### src/rtl/router_port_driver.sv
// Per-port feeder: buffers one whole packet from a byte stream, then serializes
// it as address, padding and gap-free payload onto the router input protocol.
module router_port_driver #(
    parameter int unsigned DEPTH      = 16,
    parameter int unsigned PAD_CYCLES = 5
) (
    input  logic       clock,
    input  logic       reset,
    input  logic       in_valid,
    output logic       in_ready,
    input  logic [7:0] in_data,
    input  logic       in_last,
    input  logic [3:0] in_da,
    output logic       din,
    output logic       frame_n,
    output logic       valid_n,
    output logic       busy,
    output logic       pkt_done,
    output logic       err_trunc
);

    localparam int unsigned AW = (DEPTH > 1) ? $clog2(DEPTH) : 1;

    localparam logic [2:0] LOAD = 3'd0;
    localparam logic [2:0] ADDR = 3'd1;
    localparam logic [2:0] PAD  = 3'd2;
    localparam logic [2:0] DATA = 3'd3;
    localparam logic [2:0] DONE = 3'd4;

    localparam logic [5:0] LAST_SLOT = 6'(DEPTH - 1);
    localparam logic [3:0] PAD_LAST  = 4'(PAD_CYCLES - 1);

    logic [2:0] state;
    logic [3:0] phase;
    logic [5:0] wr_idx;
    logic [5:0] rd_idx;
    logic [5:0] last_idx;
    logic [2:0] bit_idx;
    logic [3:0] da;
    logic [7:0] mem [0:(1 << AW) - 1];

    logic       accept;
    logic       closing;
    logic [5:0] nxt_idx;
    logic [2:0] nxt_bit;
    logic       final_bit;

    assign in_ready = (state == LOAD);
    assign accept   = in_valid && in_ready;
    assign closing  = in_last || (wr_idx == LAST_SLOT);

    always_comb begin
        nxt_bit   = bit_idx + 3'd1;
        nxt_idx   = (bit_idx == 3'd7) ? rd_idx + 6'd1 : rd_idx;
        final_bit = (rd_idx == last_idx) && (bit_idx == 3'd7);
    end

    always_ff @(posedge clock) begin
        if (accept) begin
            mem[wr_idx[AW-1:0]] <= in_data;
        end
    end

    // Serial outputs are loaded one cycle ahead from the next-state decision,
    // so the first address bit can use in_da directly on a one-byte packet.
    always_ff @(posedge clock or posedge reset) begin
        if (reset) begin
            state     <= LOAD;
            phase     <= '0;
            wr_idx    <= '0;
            rd_idx    <= '0;
            last_idx  <= '0;
            bit_idx   <= '0;
            da        <= '0;
            din       <= 1'b0;
            frame_n   <= 1'b1;
            valid_n   <= 1'b1;
            busy      <= 1'b0;
            pkt_done  <= 1'b0;
            err_trunc <= 1'b0;
        end else begin
            pkt_done  <= 1'b0;
            err_trunc <= 1'b0;
            case (state)
                LOAD: begin
                    if (accept) begin
                        busy <= 1'b1;
                        if (wr_idx == '0) begin
                            da <= in_da;
                        end
                        if (closing) begin
                            last_idx  <= wr_idx;
                            state     <= ADDR;
                            phase     <= '0;
                            din       <= (wr_idx == '0) ? in_da[0] : da[0];
                            frame_n   <= 1'b0;
                            err_trunc <= !in_last;
                        end else begin
                            wr_idx <= wr_idx + 6'd1;
                        end
                    end
                end
                ADDR: begin
                    if (phase == 4'd3) begin
                        state <= PAD;
                        phase <= '0;
                        din   <= 1'b1;
                    end else begin
                        phase <= phase + 4'd1;
                        din   <= da[phase[1:0] + 2'd1];
                    end
                end
                PAD: begin
                    if (phase == PAD_LAST) begin
                        state   <= DATA;
                        rd_idx  <= '0;
                        bit_idx <= '0;
                        din     <= mem[0][0];
                        valid_n <= 1'b0;
                        frame_n <= 1'b0;
                    end else begin
                        phase <= phase + 4'd1;
                        din   <= 1'b1;
                    end
                end
                DATA: begin
                    if (final_bit) begin
                        state    <= DONE;
                        din      <= 1'b0;
                        frame_n  <= 1'b1;
                        valid_n  <= 1'b1;
                        pkt_done <= 1'b1;
                        busy     <= 1'b0;
                    end else begin
                        rd_idx  <= nxt_idx;
                        bit_idx <= nxt_bit;
                        din     <= mem[nxt_idx[AW-1:0]][nxt_bit];
                        frame_n <= (nxt_idx == last_idx) && (nxt_bit == 3'd7);
                    end
                end
                DONE: begin
                    state    <= LOAD;
                    phase    <= '0;
                    wr_idx   <= '0;
                    rd_idx   <= '0;
                    last_idx <= '0;
                    bit_idx  <= '0;
                end
                default: state <= LOAD;
            endcase
        end
    end

endmodule

### config.mk
export PLATFORM = sky130hd
export DESIGN_NAME = router_port_driver
export DESIGN_NICKNAME = d
export VERILOG_FILES = /design/src/rtl/router_port_driver.sv
export SDC_FILE = /design/constraint.sdc
export NUM_CORES = 1
export LEC_CHECK = 0
export ABC_CLOCK_PERIOD_IN_PS = 6500
export CAP_MARGIN = 20
export CORE_ASPECT_RATIO = 1.2
export CORE_MARGIN = 2
export CORE_UTILIZATION = 35
export DETAILED_ROUTE_END_ITERATION = 8
export GPL_TIMING_DRIVEN = 0
export SETUP_SLACK_MARGIN = 0.02
export SYNTH_ARGS = -nofsm -noshare
export SYNTH_HDL_FRONTEND = slang
export SYNTH_SLANG_ARGS = --single-unit
### constraint.sdc
create_clock -name clock -period 6.5 [get_ports clock]
set_input_delay 0.65 -clock clock [delete_from_list [all_inputs] [get_ports clock]]
set_output_delay 0.65 -clock clock [all_outputs]
set_load 0.01 [all_outputs]
Word-level counts from Yosys, hierarchy flattened
Memories as Yosys holds them, arrays and structs flattened.
Index checks and enable logic that the tools add are counted.
- output and inout bits: 7
- bits in registers: 38
- RAM bits: 128
- memories kept: 1
- logic and storage cells: 116
- memory list (memory ; words ; bits a word ; read ports ; clocked after memory_dff ; write ports ; RTL line ; source):
    mem ; 16 ; 8 ; 2 ; 0 ; 1 ; 40 ; logic [7:0] mem [0:(1 << AW) - 1];
- reduce and logical (&&, ||, !) cells: 24
- muxes and demuxes: 52
- eq/ne operators: 19
- $add $sub $neg: 5
- magnitude comparators: 2
- operators by type and width (operator ; count):
    $mux 6 ; 7
    $pmux 6 s2 ; 2
    $mux 1 ; 22
    $mux 3 ; 7
    $reduce_and 3->1 ; 7
    $pmux 6 s3 ; 1
    $mux 4 ; 4
    $pmux 4 s4 ; 1
    $add 6x1->6 const B ; 2
    $eq 6x6->1 ; 2
    $ne 2x2->1 const B ; 6
    $pmux 3 s4 ; 1
    $eq 3x3->1 const B ; 3
    $pmux 3 s3 ; 1
    $reduce_and 4->1 ; 2
    $reduce_bool 4->1 ; 2
    $eq 3x2->1 const B ; 2
    $eq 6x4->1 const B ; 1
    $logic_not 6->1 ; 1
    $reduce_bool 2->1 ; 3
    $reduce_bool 3->1 ; 2
    $reduce_and 5->1 ; 1
    $add 4x1->4 const B ; 1
    $eq 4x2->1 const B ; 1
    16 further kinds ; 20

Longest topological paths before layout
Gate-level depths: netlist of the first run.
An unclocked memory read counts as a cell.
- depth after elaboration: 7
- mapped depth: 11
- mapped depth without buffers: 9

Least setup slack after synthesis of the first run
No wires, ideal clock.
- kind: register to register
- start: reg bit_idx[1]
- end: reg din
- stages on the path, launching flop included: 10
- period minus slack after synthesis: 2698 ps
- arrival time: 2566 ps
- library setup time: 132 ps
- path slack: 3802 ps
- cell sequence: dfrtp_1 -> ha_1 -> ha_1 -> xor2_4 -> buf_6 -> mux4_1 -> a311oi_1 -> o311ai_0 -> o211ai_1 -> o31ai_2
- cells in the longest elaborated chain, start to end: 7
- RTL lines (item ; RTL line ; source):
    start, declared ; 38 ; logic [2:0] bit_idx;
    start signal, assigned ; 136 ; bit_idx <= nxt_bit;
    $eq 3x3->1 ; 54, 55 ;
    $mux 6 ; 54 ; nxt_idx = (bit_idx == 3'd7) ? rd_idx + 6'd1 : rd_idx;
    $mem_v2 16x8 ; n/a ;
    $bmux 1 s3 ; 137 ; din <= mem[nxt_idx[AW-1:0]][nxt_bit];
    $mux 1 (not written as such) ; 137 ;
    $mux 1 * ; 127 ; if (final_bit) begin
    $pmux 1 s4 * ; 84 ; case (state)
    end signal, assigned ; 95 ; din <= (wr_idx == '0) ? in_da[0] : da[0];
    end signal, assigned ; 110 ; din <= da[phase[1:0] + 2'd1];
    end signal, assigned ; 137 ;
    end, declared ; 14 ; output logic din,
Mark *: on every way between the ends. The rest lies on a longest branch, timed or not. The select of a mux whose other input is x is not followed.
A chain may end at the register's enable or synchronous reset.

Worst setup path in the final report of the first run
Same ends and word-level chain as after synthesis.

==> results of run 1 <==
[stage by stage]
step | utilization, % | power [W] | worst slack, ns
floorplan | - | 0.001897 | 3.802
global placement | 38.24 | 0.002129 | 3.218
detailed placement | 38.24 | 0.002148 | 3.208
CTS | 41.05 | 0.003125 | 3.214
global route | 41.07 | 0.003257 | 3.040
finish | 41.07 | 0.003109 | 3.200
[cells by family (layout without fill, tap and decap cells)]
| kind of cell | count (synthesis) | count (layout) | synth area share, % |
|---|---|---|---|
| mux | 45 | 45 | 10.74 |
| flops | 166 | 166 | 64.53 |
| compound gates | 74 | 74 | 7.154 |
| fa+ha+maj | 10 | 10 | 1.683 |
| xor+xnor | 21 | 21 | 2.828 |
| simple gates | 155 | 155 | 10.34 |
| buf+inv | 38 | 93 | 2.727 |
[registers in the layout, summed over array words and instances (netlist names), 3 cells and up]
name / count
da: 4
state: 3
last_idx: 6
wr_idx: 6
bit_idx: 3
rd_idx: 6
mem: 128
phase: 4
[placed cells by master (no fill, tap or decap), types with 3 or more instances in the layout]
master	instances
sky130_fd_sc_hd__inv_8	4
sky130_fd_sc_hd__nor3b_1	4
sky130_fd_sc_hd__dfrtp_1	36
sky130_fd_sc_hd__mux4_2	12
sky130_fd_sc_hd__a22oi_1	4
sky130_fd_sc_hd__a21oi_1	9
sky130_fd_sc_hd__xor2_1	7
sky130_fd_sc_hd__clkinv_4	4
sky130_fd_sc_hd__nand4_1	6
sky130_fd_sc_hd__nand3_1	14
sky130_fd_sc_hd__ha_1	10
sky130_fd_sc_hd__mux2i_1	12
sky130_fd_sc_hd__a22o_1	3
sky130_fd_sc_hd__o211ai_1	3
sky130_fd_sc_hd__clkbuf_16	17
sky130_fd_sc_hd__nand2_1	56
sky130_fd_sc_hd__nand2b_1	4
sky130_fd_sc_hd__inv_1	17
sky130_fd_sc_hd__and2_1	18
sky130_fd_sc_hd__clkdlybuf4s50_1	22
sky130_fd_sc_hd__nor2_1	22
sky130_fd_sc_hd__nand3b_1	7
sky130_fd_sc_hd__xnor2_1	12
sky130_fd_sc_hd__and3_1	4
sky130_fd_sc_hd__mux2_2	8
sky130_fd_sc_hd__mux4_1	11
sky130_fd_sc_hd__nor4_1	3
sky130_fd_sc_hd__clkinv_8	3
sky130_fd_sc_hd__clkbuf_1	9
sky130_fd_sc_hd__nor3_1	6
sky130_fd_sc_hd__edfxtp_1	128
sky130_fd_sc_hd__a2111oi_0	4
sky130_fd_sc_hd__buf_2	4
sky130_fd_sc_hd__o21ai_0	26
sky130_fd_sc_hd__nor2b_1	4
sky130_fd_sc_hd__inv_6	3
[power by group through the flow]
stage | Clock [W] | Combinational, W | Sequential [W]
after global placement | 0 | 0.000829 | 0.00130
after global routing | 0.00104 | 0.000924 | 0.00129
after floorplan | 0 | 0.000605 | 0.00129
after CTS | 0.000996 | 0.000845 | 0.00128
after detailed placement | 0 | 0.000842 | 0.00131
final | 0.000980 | 0.000844 | 0.00128
[final cells by class]
cell class | count | area, um2
plain buffers | 20 | 135.1
clock buffers | 17 | 425.4
clock inverters | 15 | 162.7
fillers | 1956 | 12320
inverters | 18 | 67.56
multi-input cells | 305 | 2434
flip-flops and latches | 166 | 4797
well taps | 270 | 337.8
repair buffers | 23 | 225.2
[per-layer routing]
metal | part of all wire (%) | wire length, um
met5 | 0 | 0
met4 | 2.6 | 423
met3 | 5.0 | 824
met1 | 42 | 6963
met2 | 50 | 8199
[worst max-delay path, delay by kind of cell, from the launching register on]
kind	cells	cell delay (ns)
compound gates	4	0.91
mux	1	0.63
fa+ha+maj	2	0.48
xor+xnor	1	0.47
buf+inv	1	0.26
flops	1	0.41
[path summary, 6_finish.rpt]
path	start	end	slack [ns]
min in group asynchronous	reset	pkt_done$_DFF_PP0_	0.71
max in group asynchronous	reset	wr_idx[1]$_DFFE_PP0P_	5.27
max	bit_idx[1]$_DFFE_PP0P_	din$_DFFE_PP0P_	3.20
min reg2reg	bit_idx[2]$_DFFE_PP0P_	bit_idx[2]$_DFFE_PP0P_	0.50
min	bit_idx[2]$_DFFE_PP0P_	bit_idx[2]$_DFFE_PP0P_	0.50
max reg2reg	bit_idx[1]$_DFFE_PP0P_	din$_DFFE_PP0P_	3.20
==> results.txt, run 1 <==
----------------------------------------------------
[Die]
  Site row count ... 58
  Die width ... 137.0 um
  Initial core utilization ... 35.57%
  Area of the core ... 20900 um2
  Die H ... 163.6 um
  Overall die area ... 22420 um2
  Total I/O pin count ... 23

[Placed design]
  Gpl congestion ... 0.8819
  Sum of net half-perimeters after detailed placement ... 11090 um
  Dpl cell area ... 7991 um2
  Number of buffer cells added on primary ports ... 22
  Number of instances in the placed design ... 801

[Clocking]
  Clock tree from TritonCTS ... done
  Resized cells post-CTS ... 0
  Number of levels in the clock H-tree ... 4
  Clock tree root buffer cell ... sky130_fd_sc_hd__clkbuf_16
  Number of setup buffers added after CTS ... 0
  Source-to-sink clock delay at the later pin of the worst-skew pair ... 0.43 ns
  Number of sinks handled by clock tree synthesis ... 166
  Hold buffers post-CTS ... 0
  Number of buffers inserted during clock tree synthesis ... 17
  Worst-case clock buffer depth ... 2
  Clock-pin slew on the worst setup and hold paths ... 0.07 ns

[Min path]
  Depth of the worst hold-timing path ... 2
  Worst min path class ... register to register

[Timing]
  Post-route worst hold slack ... 0.4964 ns
  Count of endpoints failing hold in the final timing report ... 0
  Post-route clock skew ... 0.01706 ns
  Max_slew headroom ... 45.58%
  Ratio of final minimum period to clock period ... 50.77%
  Setup_tns ... 0 ns
  Unrepaired setup endpoints after global routing ... no
  Measured slew at the worst slew-check pin ... 0.8151 ns
  Max Clk Rate ... 303.0 MHz
  Final setup viols ... 0
  Final number of max-transition violations ... 0
  Minimum period implied by the final worst setup slack ... 3.300 ns

[Pwr]
  Comb power frac ... 27.1%
  Max IR drop VDD ... 0.2200 mV
  Cell Int Power ... 0.002091 W
  Leakage ... 2.991 nW
  Flop pwr share ... 41.3%
  Net load switching power ... 0.001018 W
  Clock share of power ... 31.5%
  Net switching share of the total power ... 32.75%
  Power density normalized to cell area ... 362.1 nW/um2

[Route]
  Vias after detailed routing ... 4406
  Detailed Route WL ... 16410 um
  Post-DRT Antenna Nets ... 0
  Vias per cell ... 5.283
  DRC violations left ... 0
  Number of DRC markers after the initial detailed-route iteration ... 416
  First drt pass iteration count ... 5
  Average routed wire per standard cell ... 19.68 um

[Synth]
  Count of state elements after synthesis ... 166
  Cell types with the largest area share after synthesis ... sky130_fd_sc_hd__edfxtp_1 (52%), sky130_fd_sc_hd__dfrtp_1 (12%), sky130_fd_sc_hd__mux4_1 (3.9%), sky130_fd_sc_hd__mux4_2 (3.6%), sky130_fd_sc_hd__nand2_1 (2.8%)
  Average cell area after synthesis ... 14.60 um2
  Area of the mapped netlist ... 7433 um2
  Async SR Flop Fraction ... 22.89%
  Top-count cell post-synth ... sky130_fd_sc_hd__edfxtp_1
  Leading post-synthesis cells by instance count ... sky130_fd_sc_hd__edfxtp_1 (128), sky130_fd_sc_hd__nand2_1 (56), sky130_fd_sc_hd__dfrtp_1 (36), sky130_fd_sc_hd__o21ai_0 (26), sky130_fd_sc_hd__nor2_1 (22)
  Post-Synthesis Cells ... 509
  EDFF count, synth ... 128
  Sequential fraction of the synthesis area ... 64.53%
  Yosys warning total ... 0
  Count of cell types in the netlist ... 65
  Proportion of netlist area held by the largest area contributor ... 51.71%
  Synthesized netlist net count ... 535
  Cell type contributing the most total cell area after synthesis ... sky130_fd_sc_hd__edfxtp_1
  Post-synth top flop ... sky130_fd_sc_hd__edfxtp_1

[Layout]
  Post-route standard cell area excluding fillers ... 8584 um2
  Final cell count without fillers ... 834
  Proportion of layout cells with a drive suffix above 1 ... 14.18%
  Number of nets in the layout ... 577
  Area growth, synth to finish ... 15.49%
  Antenna Cells ... 0

[Critical path]
  Worst EP arrival ... 3.60 ns
  Cell breakdown of the critical path ... ha_1 -> ha_1 -> xor2_4 -> buf_6 -> mux4_1 -> a311oi_1 -> o311ai_0 -> o211ai_1 -> o31ai_2
  Longest individual stage delay on the worst path ... 0.63 ns
  Number of cells traversed by the worst register-to-register path ... 9
  Kind of end point of the critical path ... register
  Worst-path cell with the longest stage delay ... sky130_fd_sc_hd__mux4_1
  Worst EP required ... 6.80 ns
  Maximum net fanout on the critical path ... 10
  Cell with the most instances on the worst path ... sky130_fd_sc_hd__ha_1
  Kind of critical path ... register to register
  Crit path launch type ... register

[Flow run]
  Max-cap violations ... 0

[Global route]
  Global routing's busiest layer ... met2
  Number of antenna violations at the first check in global routing ... 0
  Overall track demand over capacity in global routing ... 15.50%
  Met3 Track Usage GR ... 3.693%
  Aggregate global routing overflow ... 0
  Met1 track demand over resource in global routing ... 20.00%
  Pin count of the biggest net entering global routing ... 39
  Via count of the first global-routing pass ... 4469
  Global-route wire length before repair ... 25560 um
  Met2 layer usage reported by global route ... 25.08%

[Status]
  Outcome ... complete, no violations

----------------------------------------------------
(Power assumes the default switching activity.)
==> run 2, diff against run 1 <==
- ABC_CLOCK_PERIOD_IN_PS: 6500 -> 3420
- clock period: 6.5 -> 3.42 ns (I/O delays scaled with it)
==> run 2 against run 1 <==
Net effect:
- sequential power increased by 91%
- clock skew decreased by 0.0042 ns
- count of clock-buffer cells in the layout unchanged
- highest routed layer unchanged
- sequential share of layout area decreased by 0.057 points
- combinational power increased by 91%
- maximum frequency increased by 0.76%
- largest power group unchanged
==> results.txt, run 2 (synthesis gave the netlist of run 1 again) <==
----------------------------------------------------
[Timing]
  Final setup viols ... 0 (unchanged)
  Minimum period implied by the final worst setup slack ... 3.275 ns (-0.02489 ns)
  Post-route worst hold slack ... 0.3903 ns (-0.1061 ns)
  Final number of max-transition violations ... 0 (unchanged)
  Setup_tns ... 0 ns (unchanged)
  Max_slew headroom ... 46.69% (+1.1 points)
  Post-route clock skew ... 0.01285 ns (-0.004215 ns)
  Measured slew at the worst slew-check pin ... 0.7913 ns (-0.02379 ns)
  Unrepaired setup endpoints after global routing ... no
  Max Clk Rate ... 305.3 MHz (+0.76%)
  Ratio of final minimum period to clock period ... 95.76% (+45 points)
  Count of endpoints failing hold in the final timing report ... 0 (unchanged)

[Pwr]
  Max IR drop VDD ... 0.4156 mV (+89%)
  Power density normalized to cell area ... 688.1 nW/um2 (+90%)
  Leakage ... 2.992 nW (about the same)

[Clocking]
  Clock-pin slew on the worst setup and hold paths ... 0.07 ns (about the same)
  Number of levels in the clock H-tree ... 4 (unchanged)
  Number of buffers inserted during clock tree synthesis ... 17 (unchanged)
  Hold buffers post-CTS ... 0 (unchanged)
  Clock tree root buffer cell ... sky130_fd_sc_hd__clkbuf_16
  Number of setup buffers added after CTS ... 0 (unchanged)
  Source-to-sink clock delay at the later pin of the worst-skew pair ... 0.43 ns (about the same)
  Resized cells post-CTS ... 0 (unchanged)
  Worst-case clock buffer depth ... 2 (unchanged)
  Number of sinks handled by clock tree synthesis ... 166 (unchanged)
  Clock tree from TritonCTS ... done

[Global route]
  Via count of the first global-routing pass ... 4469 (unchanged)
  Number of antenna violations at the first check in global routing ... 0 (unchanged)
  Global routing's busiest layer ... met2
  Met2 layer usage reported by global route ... 25.08% (unchanged)
  Aggregate global routing overflow ... 0 (unchanged)
  Overall track demand over capacity in global routing ... 15.50% (unchanged)
  Met1 track demand over resource in global routing ... 20.00% (unchanged)
  Pin count of the biggest net entering global routing ... 39 (unchanged)
  Global-route wire length before repair ... 25560 um (unchanged)
  Met3 Track Usage GR ... 3.693% (unchanged)

[Route]
  Detailed Route WL ... 16430 um (+0.12%)
  DRC violations left ... 0 (unchanged)
  Vias after detailed routing ... 4411 (+0.11%)
  Average routed wire per standard cell ... 19.70 um (+0.12%)
  First drt pass iteration count ... 5 (unchanged)
  Vias per cell ... 5.289 (+0.11%)
  Post-DRT Antenna Nets ... 0 (unchanged)
  Number of DRC markers after the initial detailed-route iteration ... 404 (-2.9%)

[Layout]
  Area growth, synth to finish ... 15.60%
  Footprint of the flip-flops and latches ... 4797 um2 (unchanged)
  Commonest cells after routing, fill and taps aside ... sky130_fd_sc_hd__edfxtp_1 (128), sky130_fd_sc_hd__nand2_1 (56), sky130_fd_sc_hd__dfrtp_1 (36), sky130_fd_sc_hd__o21ai_0 (26)
  Number of flip-flops under the largest register name ... 128 (unchanged)
  Number of nets in the layout ... 577 (unchanged)
  Share of the core filled with cells ... 41.12% (+0.042 points)
  Antenna Cells ... 0 (unchanged)
  Proportion of layout cells with a drive suffix above 1 ... 14.18% (unchanged)
  # fillers ... 1957 (+0.051%)
  Most common cell after layout, fill and taps aside ... sky130_fd_sc_hd__edfxtp_1
  Multi-input combinational cell area ... 2442 um2 (+0.36%)

[Die]
  Die width ... 137.0 um (unchanged)
  Site row count ... 58 (unchanged)
  Area of the core ... 20900 um2 (unchanged)
  Overall die area ... 22420 um2 (unchanged)
  Initial core utilization ... 35.57% (unchanged)
  Die H ... 163.6 um (unchanged)
  Total I/O pin count ... 23 (unchanged)

[Critical path]
  Worst EP arrival ... 3.62 ns (+0.02 ns)
  Logic depth of the worst path, buffers included ... 11 (+2)
  Worst-path cell with the longest stage delay ... sky130_fd_sc_hd__xnor2_1
  Maximum net fanout on the critical path ... 10 (unchanged)
  Crit-path leading delay family ... compound AO/OA/AOI/OAI gates
  Longest individual stage delay on the worst path ... 0.53 ns (-0.10 ns)
  Worst EP required ... 3.76 ns (-3.04 ns)
  Buffers & Inverters on Critical Path ... 2 (+1)
  Cell breakdown of the critical path ... ha_1 -> ha_1 -> buf_4 -> xnor2_1 -> buf_2 -> nand2_1 -> a2111oi_4 -> nor4_1 -> a41oi_2 -> o211ai_1 -> o31ai_2
  Kind of critical path ... register to register
  Kind of end point of the critical path ... register
  Number of cells traversed by the worst register-to-register path ... 11 (+2)
  Crit path launch type ... register
  Cell with the most instances on the worst path ... sky130_fd_sc_hd__ha_1

[Placed design]
  Gpl congestion ... 0.8819 (unchanged)
  Number of buffer cells added on primary ports ... 22 (unchanged)
  Sum of net half-perimeters after detailed placement ... 11090 um (unchanged)

[Flow run]
  Max-cap violations ... 0 (unchanged)

[Min path]
  Worst min path class ... primary input to asynchronous set/reset pin

[Status]
  Outcome ... complete, no violations

----------------------------------------------------
==> run 2: changes by cell type in the layout (fill, tap and decap cells not counted) <==
cell and delta:
sky130_fd_sc_hd__mux2i_2 -1, sky130_fd_sc_hd__mux2i_4 +1
==> run 2: power by group <==
| part | internal, W | switching (W) | total [W] |
|---|---|---|---|
| clock network | 0.000978 | 0.000882 | 0.00186 |
| logic | 0.000680 | 0.000931 | 0.00161 |
| registers | 0.00232 | 0.000123 | 0.00244 |
| total | 0.00398 | 0.00194 | 0.00591 |
==> run 2: layout make-up <==
cell class              count  area share, %
plain buffers              20          1.573
flip-flops and latches    166          55.82
clock buffers              17          4.950
multi-input cells         305          28.42
clock inverters            15          1.893
repair buffers             23          2.621
inverters                  18         0.7863
well taps                 270          3.931
==> run 2: worst paths after layout <==
path                                        startpoint                endpoint  slack (ns)
worst max-delay path            bit_idx[1]$_DFFE_PP0P_         din$_DFFE_PP0P_        0.14
worst min-delay path                             reset      pkt_done$_DFF_PP0_        0.39
worst max register to register  bit_idx[1]$_DFFE_PP0P_         din$_DFFE_PP0P_        0.14
worst min register to register  bit_idx[2]$_DFFE_PP0P_  bit_idx[2]$_DFFE_PP0P_        0.49
max in group asynchronous                        reset    phase[3]$_DFFE_PP0P_        2.51
min in group clock              bit_idx[2]$_DFFE_PP0P_  bit_idx[2]$_DFFE_PP0P_        0.49
==> run 2: per-layer routing <==
layer	share of wire (%)	vias to the layer above
met5	0	-
met3	5.2	31
met4	2.6	0
met2	50	126
met1	42	2228
li1	-	2026
==> run 2: per-stage QoR <==
step / cell area (um2) / instances / total power [W] / setup WS (ns)
after floorplan: 7433 / 509 / 0.003605 / 0.7225
after global placement: 7991 / 801 / 0.004047 / 0.1380
after detailed placement: 7991 / 801 / 0.004083 / 0.1282
after CTS: 8579 / 833 / 0.005939 / 0.1341
after global routing: 8593 / 834 / 0.006198 / 0.03461
final: 8593 / 834 / 0.005913 / 0.1450
==> run 3, diff against run 2 <==
- CELL_PAD_IN_SITES_DETAIL_PLACEMENT: not set -> 0
- CELL_PAD_IN_SITES_GLOBAL_PLACEMENT: not set -> 1
- PLACE_DENSITY_LB_ADDON: not set -> 0.1
==> run 3 against run 2 <==
Net effect:
- global-route usage rose by 1.7 points
- clock power rose by 12%
- wire length rose by 9.5%
- maximum frequency rose by 4.5%
- utilization rose by 0.27 points
- clock skew fell by 0.0036 ns
- non-clock buffer count did not move
- critical path depth fell by 2
- count of clock-buffer cells in the layout did not move
- first-iteration DRC count fell by 37%
- combinational power rose by 3%
- critical endpoint unchanged
==> results.txt, run 3 (synthesis gave the netlist of run 1 again) <==
----------------------------------------------------
[Critical path]
  Cell breakdown of the critical path ... ha_1 -> ha_1 -> xor2_4 -> buf_6 -> mux4_1 -> a311oi_1 -> o311ai_0 -> o211ai_1 -> o31ai_2
  Worst EP arrival ... 3.42 ns (-0.20 ns)
  Crit path launch type ... register
  Longest individual stage delay on the worst path ... 0.59 ns (+0.06 ns)
  Crit-path leading delay family ... compound AO/OA/AOI/OAI gates
  Cell with the most instances on the worst path ... sky130_fd_sc_hd__ha_1
  Kind of critical path ... register to register
  Kind of end point of the critical path ... register
  Buffers & Inverters on Critical Path ... 1 (-1)
  Worst-path cell with the longest stage delay ... sky130_fd_sc_hd__mux4_1
  Worst EP required ... 3.71 ns (-0.05 ns)
  Number of cells traversed by the worst register-to-register path ... 9 (-2)
  Maximum net fanout on the critical path ... 10 (unchanged)
  Logic depth of the worst path, buffers included ... 9 (-2)

[Global route]
  Number of antenna violations at the first check in global routing ... 0 (unchanged)
  Overall track demand over capacity in global routing ... 17.24% (+1.7 points)
  Global routing's busiest layer ... met2
  Met3 Track Usage GR ... 2.948% (-0.74 points)
  Met2 layer usage reported by global route ... 27.79% (+2.7 points)
  Aggregate global routing overflow ... 0 (unchanged)
  Met1 track demand over resource in global routing ... 23.35% (+3.4 points)
  Global-route wire length before repair ... 27840 um (+8.9%)
  Pin count of the biggest net entering global routing ... 39 (unchanged)
  Via count of the first global-routing pass ... 4504 (+0.78%)

[Die]
  Die H ... 163.6 um (unchanged)
  Site row count ... 58 (unchanged)
  Total I/O pin count ... 23 (unchanged)
  Overall die area ... 22420 um2 (unchanged)
  Die width ... 137.0 um (unchanged)
  Initial core utilization ... 35.57% (unchanged)
  Area of the core ... 20900 um2 (unchanged)

[Clocking]
  Worst-case clock buffer depth ... 2 (unchanged)
  Number of levels in the clock H-tree ... 4 (unchanged)
  Number of sinks handled by clock tree synthesis ... 166 (unchanged)
  Number of setup buffers added after CTS ... 0 (unchanged)
  Clock tree root buffer cell ... sky130_fd_sc_hd__clkbuf_16
  Source-to-sink clock delay at the later pin of the worst-skew pair ... 0.43 ns (about the same)
  Clock tree from TritonCTS ... done
  Clock-pin slew on the worst setup and hold paths ... 0.06 ns (about the same)
  Number of buffers inserted during clock tree synthesis ... 17 (unchanged)

[Pwr]
  Sum of internal, switching and leakage power ... 0.006183 W (+4.6%)
  Leakage ... 3.025 nW (+1.1%)
  Power density normalized to cell area ... 714.9 nW/um2 (+3.9%)
  Max IR drop VDD ... 0.3390 mV (-18%)

[Timing]
  Final number of max-transition violations ... 0 (unchanged)
  Ratio of final minimum period to clock period ... 91.68% (-4.1 points)
  Unrepaired setup endpoints after global routing ... no
  Minimum period implied by the final worst setup slack ... 3.135 ns (-0.1397 ns)
  Slack of the critical path ... 0.2846 ns (+0.1397 ns)
  Post-route clock skew ... 0.009251 ns (-0.003597 ns)
  Max_slew headroom ... 44.88% (-1.8 points)
  Setup_tns ... 0 ns (unchanged)
  Count of endpoints failing hold in the final timing report ... 0 (unchanged)
  Measured slew at the worst slew-check pin ... 0.8256 ns (+0.03424 ns)
  Max Clk Rate ... 318.9 MHz (+4.5%)
  Final setup viols ... 0 (unchanged)

[Layout]
  Number of nets in the layout ... 577 (unchanged)
  Share of the core filled with cells ... 41.39% (+0.27 points)
  Number of flip-flops under the largest register name ... 128 (unchanged)
  Area growth, synth to finish ... 16.36%
  Antenna Cells ... 0 (unchanged)
  Proportion of layout cells with a drive suffix above 1 ... 14.21% (+0.025 points)
  Commonest cells after routing, fill and taps aside ... sky130_fd_sc_hd__edfxtp_1 (128), sky130_fd_sc_hd__nand2_1 (56), sky130_fd_sc_hd__dfrtp_1 (36), sky130_fd_sc_hd__o21ai_0 (26)
  Most common cell after layout, fill and taps aside ... sky130_fd_sc_hd__edfxtp_1

[Route]
  DRC violations left ... 0 (unchanged)
  Vias after detailed routing ... 4294 (-2.7%)
  First drt pass iteration count ... 4 (-1)
  Vias per cell ... 5.155 (-2.5%)
  Post-DRT Antenna Nets ... 0 (unchanged)
  Detailed Route WL ... 17990 um (+9.5%)
  Number of DRC markers after the initial detailed-route iteration ... 253 (-37%)
  Average routed wire per standard cell ... 21.59 um (+9.6%)

[Placed design]
  Worst setup slack before clock tree synthesis ... 0.1872 ns (+0.05893 ns)
  Number of buffer cells added on primary ports ... 22 (unchanged)
  Gpl congestion ... 0.8424 (-4.5%)
  Sum of net half-perimeters after detailed placement ... 12110 um (+9.3%)

[Status]
  Outcome ... complete, no violations

[Flow run]
  Max-cap violations ... 0 (unchanged)

[Min path]
  Worst min path class ... primary input to asynchronous set/reset pin

----------------------------------------------------
## run 3: final timing paths
check / to / startpoint / slack, ns
worst min-delay path: rd_idx[4]$_DFFE_PP0P_ / reset / 0.40
worst max register to register: din$_DFFE_PP0P_ / bit_idx[1]$_DFFE_PP0P_ / 0.28
worst max-delay path: din$_DFFE_PP0P_ / bit_idx[1]$_DFFE_PP0P_ / 0.28
max in group asynchronous: wr_idx[2]$_DFFE_PP0P_ / reset / 2.49
min in group clock: da[2]$_DFFE_PP0P_ / da[2]$_DFFE_PP0P_ / 0.50
worst min register to register: da[2]$_DFFE_PP0P_ / da[2]$_DFFE_PP0P_ / 0.50
## run 3: worst register-to-register path, cell delays in order (launching register included)
cell	delay (ns)
sky130_fd_sc_hd__dfrtp_1	0.40
sky130_fd_sc_hd__ha_1	0.19
sky130_fd_sc_hd__ha_1	0.28
sky130_fd_sc_hd__xor2_4	0.45
sky130_fd_sc_hd__buf_6	0.27
sky130_fd_sc_hd__mux4_1	0.60
sky130_fd_sc_hd__a311oi_1	0.27
sky130_fd_sc_hd__o311ai_0	0.15
sky130_fd_sc_hd__o211ai_1	0.30
sky130_fd_sc_hd__o31ai_2	0.09
## run 3: area by class of cell
type                    instances  area, um2
inverters                      18      67.56
plain buffers                  20      135.1
repair buffers                 23      225.2
clock buffers                  17      425.4
fillers                      1943      12250
clock inverters                14      211.5
well taps                     270      337.8
multi-input cells             305       2450
flip-flops and latches        166       4797
## run 3: repair_timing
action                                  CTS  global route
gates resized for setup                   0             2
endpoints found under the setup margin    0             1
hold buffers                              0             0
## run 3: report_power, final
part	switching, W	internal (W)	total (W)
Sequential	0.000119	0.00232	0.00244
Combinational	0.000972	0.000684	0.00166
Clock	0.000842	0.00125	0.00209
## run 3: layer usage
layer  vias to the layer above  part of all wire (%)
met3                        14                   2.2
met5                         -                     0
met4                         0                   1.6
met2                        67                    49
li1                       2017                     -
met1                      2196                    47
## run 3: stage by stage
| stage | cell area, um2 | std cells | hold slack, ns |
|---|---|---|---|
| floorplan | 7433 | 509 | 0.4123 |
| global placement | 7991 | 801 | 0.4714 |
| detailed placement | 7996 | 802 | 0.4886 |
| CTS | 8633 | 833 | 0.4355 |
| global route | 8650 | 833 | 0.4817 |
| finish | 8650 | 833 | 0.4042 |
